<file path="config.mk">
export PLATFORM = sky130hd
export DESIGN_NAME = stage4_mem
export DESIGN_NICKNAME = d
export VERILOG_FILES = /design/src/rtl/stage4_mem.sv
export SDC_FILE = /design/constraint.sdc
export NUM_CORES = 1
export LEC_CHECK = 0
export ABC_AREA = 1
export CAP_MARGIN = 40
export CELL_PAD_IN_SITES_DETAIL_PLACEMENT = 0
export CELL_PAD_IN_SITES_GLOBAL_PLACEMENT = 2
export CORE_ASPECT_RATIO = 2
export CORE_MARGIN = 4
export CORE_UTILIZATION = 27
export DETAILED_ROUTE_END_ITERATION = 12
export PLACE_DENSITY_LB_ADDON = 0.1
export SYNTH_ARGS = -nofsm -noshare
export SYNTH_HDL_FRONTEND = slang
export SYNTH_SLANG_ARGS = --single-unit
</file>
<file path="constraint.sdc">
create_clock -name clk -period 2.5 [get_ports clk]
set_input_delay 0.5 -clock clk [delete_from_list [all_inputs] [get_ports clk]]
set_output_delay 0.5 -clock clk [all_outputs]
set_load 0.005 [all_outputs]
</file>
<file path="src/rtl/stage4_mem.sv">
// stage4_mem: memory-access stage of the MIPS 16-bit pipeline.
// Captures instructions from EX, runs loads/stores over a req/ack data-memory
// handshake while stalling upstream, and drives the MEM/WB fields for stage5.
// Non-memory instructions pass through with one cycle of latency.
// Optional feature: define MEM_TIMEOUT_EN to abort accesses that receive no
// dm_ack within TIMEOUT ACCESS cycles (sets the sticky dm_err flag).
module stage4_mem #(
  parameter int ADDR_W  = 16,
  parameter int TIMEOUT = 15
) (
  input  logic              clk,
  input  logic              rst_n,
  input  logic              ex_valid,
  input  logic [31:0]       alu_result_in,
  input  logic [31:0]       store_data,
  input  logic [4:0]        reg_dest4,
  input  logic              mem_read,
  input  logic              mem_write,
  input  logic              mem2Reg_in,
  input  logic              reg_write_in,
  output logic              stall_out,
  output logic              dm_req,
  output logic              dm_we,
  output logic [ADDR_W-1:0] dm_addr,
  output logic [31:0]       dm_wdata,
  input  logic              dm_ack,
  input  logic [31:0]       dm_rdata,
  output logic              wb_valid,
  output logic [31:0]       mem_data,
  output logic [31:0]       alu_result,
  output logic              mem2Reg_ctrl,
  output logic [4:0]        reg_dest5,
  output logic              reg_write_wb,
  output logic              dm_err
);

  typedef enum logic {
    IDLE   = 1'b0,
    ACCESS = 1'b1
  } state_t;

  state_t state_q, state_d;

  // Request-side registers; the address is taken straight from the captured
  // ALU result so dm_addr stays stable for the whole access.
  logic        dm_req_q, dm_req_d;
  logic        dm_we_q, dm_we_d;
  logic [31:0] cap_alu_q, cap_alu_d;
  logic [31:0] cap_wdata_q, cap_wdata_d;
  logic [4:0]  cap_dest_q, cap_dest_d;
  logic        cap_m2r_q, cap_m2r_d;
  logic        cap_rw_q, cap_rw_d;

  // MEM/WB register.
  logic        wb_valid_q, wb_valid_d;
  logic [31:0] mem_data_q, mem_data_d;
  logic [31:0] alu_result_q, alu_result_d;
  logic        mem2reg_q, mem2reg_d;
  logic [4:0]  reg_dest5_q, reg_dest5_d;
  logic        reg_write_wb_q, reg_write_wb_d;

  logic is_mem_op;
  logic accept_mem;
  logic timeout_hit;

  assign is_mem_op  = mem_read | mem_write;
  assign accept_mem = (state_q == IDLE) && ex_valid && is_mem_op;

`ifdef MEM_TIMEOUT_EN
  localparam int CNT_W = (TIMEOUT < 1) ? 1 : $clog2(TIMEOUT + 1);

  logic [CNT_W-1:0] cnt_q, cnt_d;
  logic             dm_err_q, dm_err_d;

  // Abort on the last allowed ACCESS cycle; an ack on that same edge wins.
  assign timeout_hit = (state_q == ACCESS) && !dm_ack &&
                       (cnt_q == CNT_W'(TIMEOUT - 1));

  // Wait counter cleared on ACCESS entry; error flag is sticky until reset.
  always_comb begin
    cnt_d    = cnt_q;
    dm_err_d = dm_err_q;
    if (accept_mem) begin
      cnt_d = '0;
    end else if (state_q == ACCESS) begin
      cnt_d = cnt_q + CNT_W'(1);
    end
    if (timeout_hit) begin
      dm_err_d = 1'b1;
    end
  end

  // Timeout counter and error flag registers.
  always_ff @(posedge clk or negedge rst_n) begin
    if (!rst_n) begin
      cnt_q    <= '0;
      dm_err_q <= 1'b0;
    end else begin
      cnt_q    <= cnt_d;
      dm_err_q <= dm_err_d;
    end
  end

  assign dm_err = dm_err_q;
`else
  assign timeout_hit = 1'b0;
  assign dm_err      = 1'b0;
`endif

  // FSM state register.
  always_ff @(posedge clk or negedge rst_n) begin
    if (!rst_n) begin
      state_q <= IDLE;
    end else begin
      state_q <= state_d;
    end
  end

  // FSM next-state logic: leave ACCESS on ack or timeout.
  always_comb begin
    state_d = state_q;
    case (state_q)
      IDLE: begin
        if (ex_valid && is_mem_op) begin
          state_d = ACCESS;
        end
      end
      ACCESS: begin
        if (dm_ack || timeout_hit) begin
          state_d = IDLE;
        end
      end
      default: state_d = IDLE;
    endcase
  end

  // FSM output / datapath logic: capture, request control and MEM/WB loads.
  always_comb begin
    dm_req_d       = dm_req_q;
    dm_we_d        = dm_we_q;
    cap_alu_d      = cap_alu_q;
    cap_wdata_d    = cap_wdata_q;
    cap_dest_d     = cap_dest_q;
    cap_m2r_d      = cap_m2r_q;
    cap_rw_d       = cap_rw_q;
    wb_valid_d     = 1'b0;
    mem_data_d     = mem_data_q;
    alu_result_d   = alu_result_q;
    mem2reg_d      = mem2reg_q;
    reg_dest5_d    = reg_dest5_q;
    reg_write_wb_d = reg_write_wb_q;

    case (state_q)
      IDLE: begin
        if (ex_valid) begin
          if (is_mem_op) begin
            cap_alu_d   = alu_result_in;
            cap_wdata_d = store_data;
            cap_dest_d  = reg_dest4;
            cap_m2r_d   = mem2Reg_in;
            // A store never writes the register file, even if mem_read is
            // also set (the store takes precedence).
            cap_rw_d    = reg_write_in & ~mem_write;
            dm_req_d    = 1'b1;
            dm_we_d     = mem_write;
          end else begin
            wb_valid_d     = 1'b1;
            mem_data_d     = '0;
            alu_result_d   = alu_result_in;
            mem2reg_d      = mem2Reg_in;
            reg_dest5_d    = reg_dest4;
            reg_write_wb_d = reg_write_in;
          end
        end
      end
      ACCESS: begin
        if (dm_ack) begin
          dm_req_d       = 1'b0;
          dm_we_d        = 1'b0;
          wb_valid_d     = 1'b1;
          mem_data_d     = dm_we_q ? 32'd0 : dm_rdata;
          alu_result_d   = cap_alu_q;
          mem2reg_d      = cap_m2r_q;
          reg_dest5_d    = cap_dest_q;
          reg_write_wb_d = cap_rw_q;
        end else if (timeout_hit) begin
          // Squashed retire: the slot advances but nothing is written back.
          dm_req_d       = 1'b0;
          dm_we_d        = 1'b0;
          wb_valid_d     = 1'b1;
          mem_data_d     = '0;
          alu_result_d   = cap_alu_q;
          mem2reg_d      = cap_m2r_q;
          reg_dest5_d    = cap_dest_q;
          reg_write_wb_d = 1'b0;
        end
      end
      default: begin
        dm_req_d = 1'b0;
        dm_we_d  = 1'b0;
      end
    endcase
  end

  // Datapath registers; reset drops any in-flight request immediately.
  always_ff @(posedge clk or negedge rst_n) begin
    if (!rst_n) begin
      dm_req_q       <= 1'b0;
      dm_we_q        <= 1'b0;
      cap_alu_q      <= '0;
      cap_wdata_q    <= '0;
      cap_dest_q     <= '0;
      cap_m2r_q      <= 1'b0;
      cap_rw_q       <= 1'b0;
      wb_valid_q     <= 1'b0;
      mem_data_q     <= '0;
      alu_result_q   <= '0;
      mem2reg_q      <= 1'b0;
      reg_dest5_q    <= '0;
      reg_write_wb_q <= 1'b0;
    end else begin
      dm_req_q       <= dm_req_d;
      dm_we_q        <= dm_we_d;
      cap_alu_q      <= cap_alu_d;
      cap_wdata_q    <= cap_wdata_d;
      cap_dest_q     <= cap_dest_d;
      cap_m2r_q      <= cap_m2r_d;
      cap_rw_q       <= cap_rw_d;
      wb_valid_q     <= wb_valid_d;
      mem_data_q     <= mem_data_d;
      alu_result_q   <= alu_result_d;
      mem2reg_q      <= mem2reg_d;
      reg_dest5_q    <= reg_dest5_d;
      reg_write_wb_q <= reg_write_wb_d;
    end
  end

  assign stall_out    = (state_q == ACCESS);
  assign dm_req       = dm_req_q;
  assign dm_we        = dm_we_q;
  assign dm_addr      = cap_alu_q[ADDR_W-1:0];
  assign dm_wdata     = cap_wdata_q;
  assign wb_valid     = wb_valid_q;
  assign mem_data     = mem_data_q;
  assign alu_result   = alu_result_q;
  assign mem2Reg_ctrl = mem2reg_q;
  assign reg_dest5    = reg_dest5_q;
  assign reg_write_wb = reg_write_wb_q;

endmodule

</file>
==> flow_summary.ini <==
[status]
status = complete, no violations

[synth]
synth_cell_type_count = 17
synth-seq-area-share = 0.578
synth_seq_cells = 146
synth_warnings = 0
syn_nets = 849
avgSynthCellArea_um2 = 8.54
synth_cells = 740
netlist_area_mm2 = 0.00632

[cells_and_area]
fin_area_mm2 = 0.00950
final_cell_mix = nand2_1, clkdlybuf4s50_1, dfrtp_1, nand3_1, o21ai_0
nFillCells = 2393
drive_gt1_frac = 0.0591
multi_input_area_mm2 = 0.00211
layout.area.seq_mm2 = 0.00366
area_growth_pct = 50.3
fin_util = 0.411
finalNonFillerCells = 1233
nets = 1046
final_common_cell = nand2_1

[pwr]
p_leak_nw = 4.56
finalPower_mw = 8.61
p_seq_frac = 0.387
pwr-share-clk = 0.345
powerDensity_mw_per_mm2 = 906
ir_worst_vdd_uv = 428
p_sw_mw = 2.35
switching_share = 0.273
intPower_mw = 6.26
power_frac_comb = 0.268

[global_route]
grt_pass1_wl_um = 32800
antenna_found_initial = 2
grt.overflow.total = 0
grt_use_total = 0.165
grt_pass1_vias = 5839
grt_max_degree = 72

[cts]
path_clk_slew_ns = 0.06
cts_setup_buffers = 0
cts.path.max_buffers = 2
cts_resized = 0
hold_buffers = 0
h-tree-depth = 4
worstSkewPairLatency_ns = 0.43
clock_sinks = 146
root_buffer = clkbuf_16
cts_buffers = 17
cts_tree = yes

[timing]
rsz0062_at_grt = false
worstMarginPinSlew_ns = 0.515
slew_viol_final = 0
final.setup.tns_ns = 0
finClkSkew_ns = 0.00735
timing.final.crit_share = 0.910
finalCriticalPeriod_ns = 2.28
finalSetupViolations = 0
maxSlewHeadroom = 0.657
hold_ws_ns = 0.0186
hold_viol = 0
setup_slack_ns = 0.224
fmax_ghz = 0.439

[worst_setup_path]
rr_startpoint = stall_out$_DFF_PN0_
slowest_stage = dfrtp_4
critical-path-top-delay-family = flip-flops
cp-end-kind = output pin
start_kind = flip-flop
critPathArrivalTime_ns = 1.78
critPathKind = reg2out
r2r_end = cap_alu_q[4]$_DFFE_PN0P_
crit_chain = clkdlybuf4s50_1
worstPathRequired_ns = 2.00
worstPathMaxFanout = 38
path_buf_inv = 1
critPathMaxStageDelay_ns = 0.73
regToRegSetupSlack_ns = 0.83
r2r_cells = 5

[routing]
viasPerCell = 4.49
detail_route.iter0.violations = 231
routed.top_layer = met4
routedWlPerCell_um = 16.8
drt-total-wl_um = 20700
firstDrtPassIters = 4
drc = 0
wl_met1_um = 7630
wl_met3_um = 1510
wl_met2_um = 11100
routed-via-count = 5536
ant_nets = 0

[placement]
post-dp-hpwl_um = 14700
dpl-instance-area_mm2 = 0.00882
numPortBuffers = 231
placed_cells = 1201
gp_congestion = 0.771
post-place-ws_ns = 0.416

[die]
io_pins = 233
fp.dieH_um = 224
coreArea_mm2 = 0.0231
start_util = 0.273
die_x_um = 116
fp-row-count = 79
die-area_mm2 = 0.0261

[job]
maxCapViolCount = 0

[hold_path]
min_path_type = in2async
==> synth_stat cells <==
| master | count | area [µm²] |
|---|---|---|
| nand2_1 | 292 | 1100 |
| dfrtp_1 | 146 | 3650 |
| nand3_1 | 72 | 360 |
| o21ai_0 | 57 | 285 |
| inv_1 | 42 | 158 |
| nand4_1 | 32 | 200 |
| buf_2 | 30 | 150 |
| buf_4 | 24 | 180 |
| o21ai_1 | 20 | 100 |
| clkbuf_1 | 14 | 52.6 |
| nand2_2 | 3 | 18.8 |
| buf_6 | 2 | 22.5 |
| nor2_4 | 2 | 22.5 |
| conb_1 | 1 | 3.75 |
| inv_2 | 1 | 3.75 |
| nor2_2 | 1 | 6.26 |
| o22ai_1 | 1 | 6.26 |
==> how the worst max path moves through the flow <==
stage | end | cells past startpoint | from
after CTS | stall_out | 1 | stall_out$_DFF_PN0_
after detailed placement | cap_alu_q[4]$_DFFE_PN0P_ | 6 | mem_read
after global routing | stall_out | 1 | stall_out$_DFF_PN0_
final | stall_out | 1 | stall_out$_DFF_PN0_
after floorplan | alu_result[0]$_DFFE_PN0P_ | 6 | dm_ack
after global placement | cap_alu_q[3]$_DFFE_PN0P_ | 6 | mem_read
==> layer usage <==
layer	track usage	up-vias
met5	0	-
met4	0.0704	0
met3	0.0560	21
met2	0.288	167
met1	0.179	2612
li1	-	2736
==> cell families after synthesis <==
family	after synthesis	synth area share
simple gates	402	0.270
flops	146	0.578
buf+inv	113	0.0897
compound gates	78	0.0620
other cells	1	0.000593
==> power groups by stage <==
stage / Clock [mW] / Sequential, mW / Combinational, mW
final: 2.97 / 3.33 / 2.31
after global routing: 3.16 / 3.41 / 2.57
after CTS: 3.07 / 3.34 / 2.38
after detailed placement: 0 / 3.37 / 2.37
after global placement: 0 / 3.36 / 2.33
after floorplan: 0 / 3.30 / 0.897
==> flip-flops by register name, summed over array words and instances (netlist names), 5 cells and up <==
signal and count:
dm_wdata 32, alu_result 32, cap_dest_q 5, cap_alu_q 32, mem_data 32, reg_dest5 5
==> final cells by class <==
| cell class | instances | area share |
|---|---|---|
| antenna | 2 | 0.000527 |
| sequential | 146 | 0.385 |
| tap | 283 | 0.0373 |
| timing repair buffer | 248 | 0.267 |
| inverter | 43 | 0.0170 |
| multi-input combinational | 481 | 0.222 |
| clock inverter | 11 | 0.0246 |
| clock buffer | 19 | 0.0466 |
(Power assumes the default switching activity.)
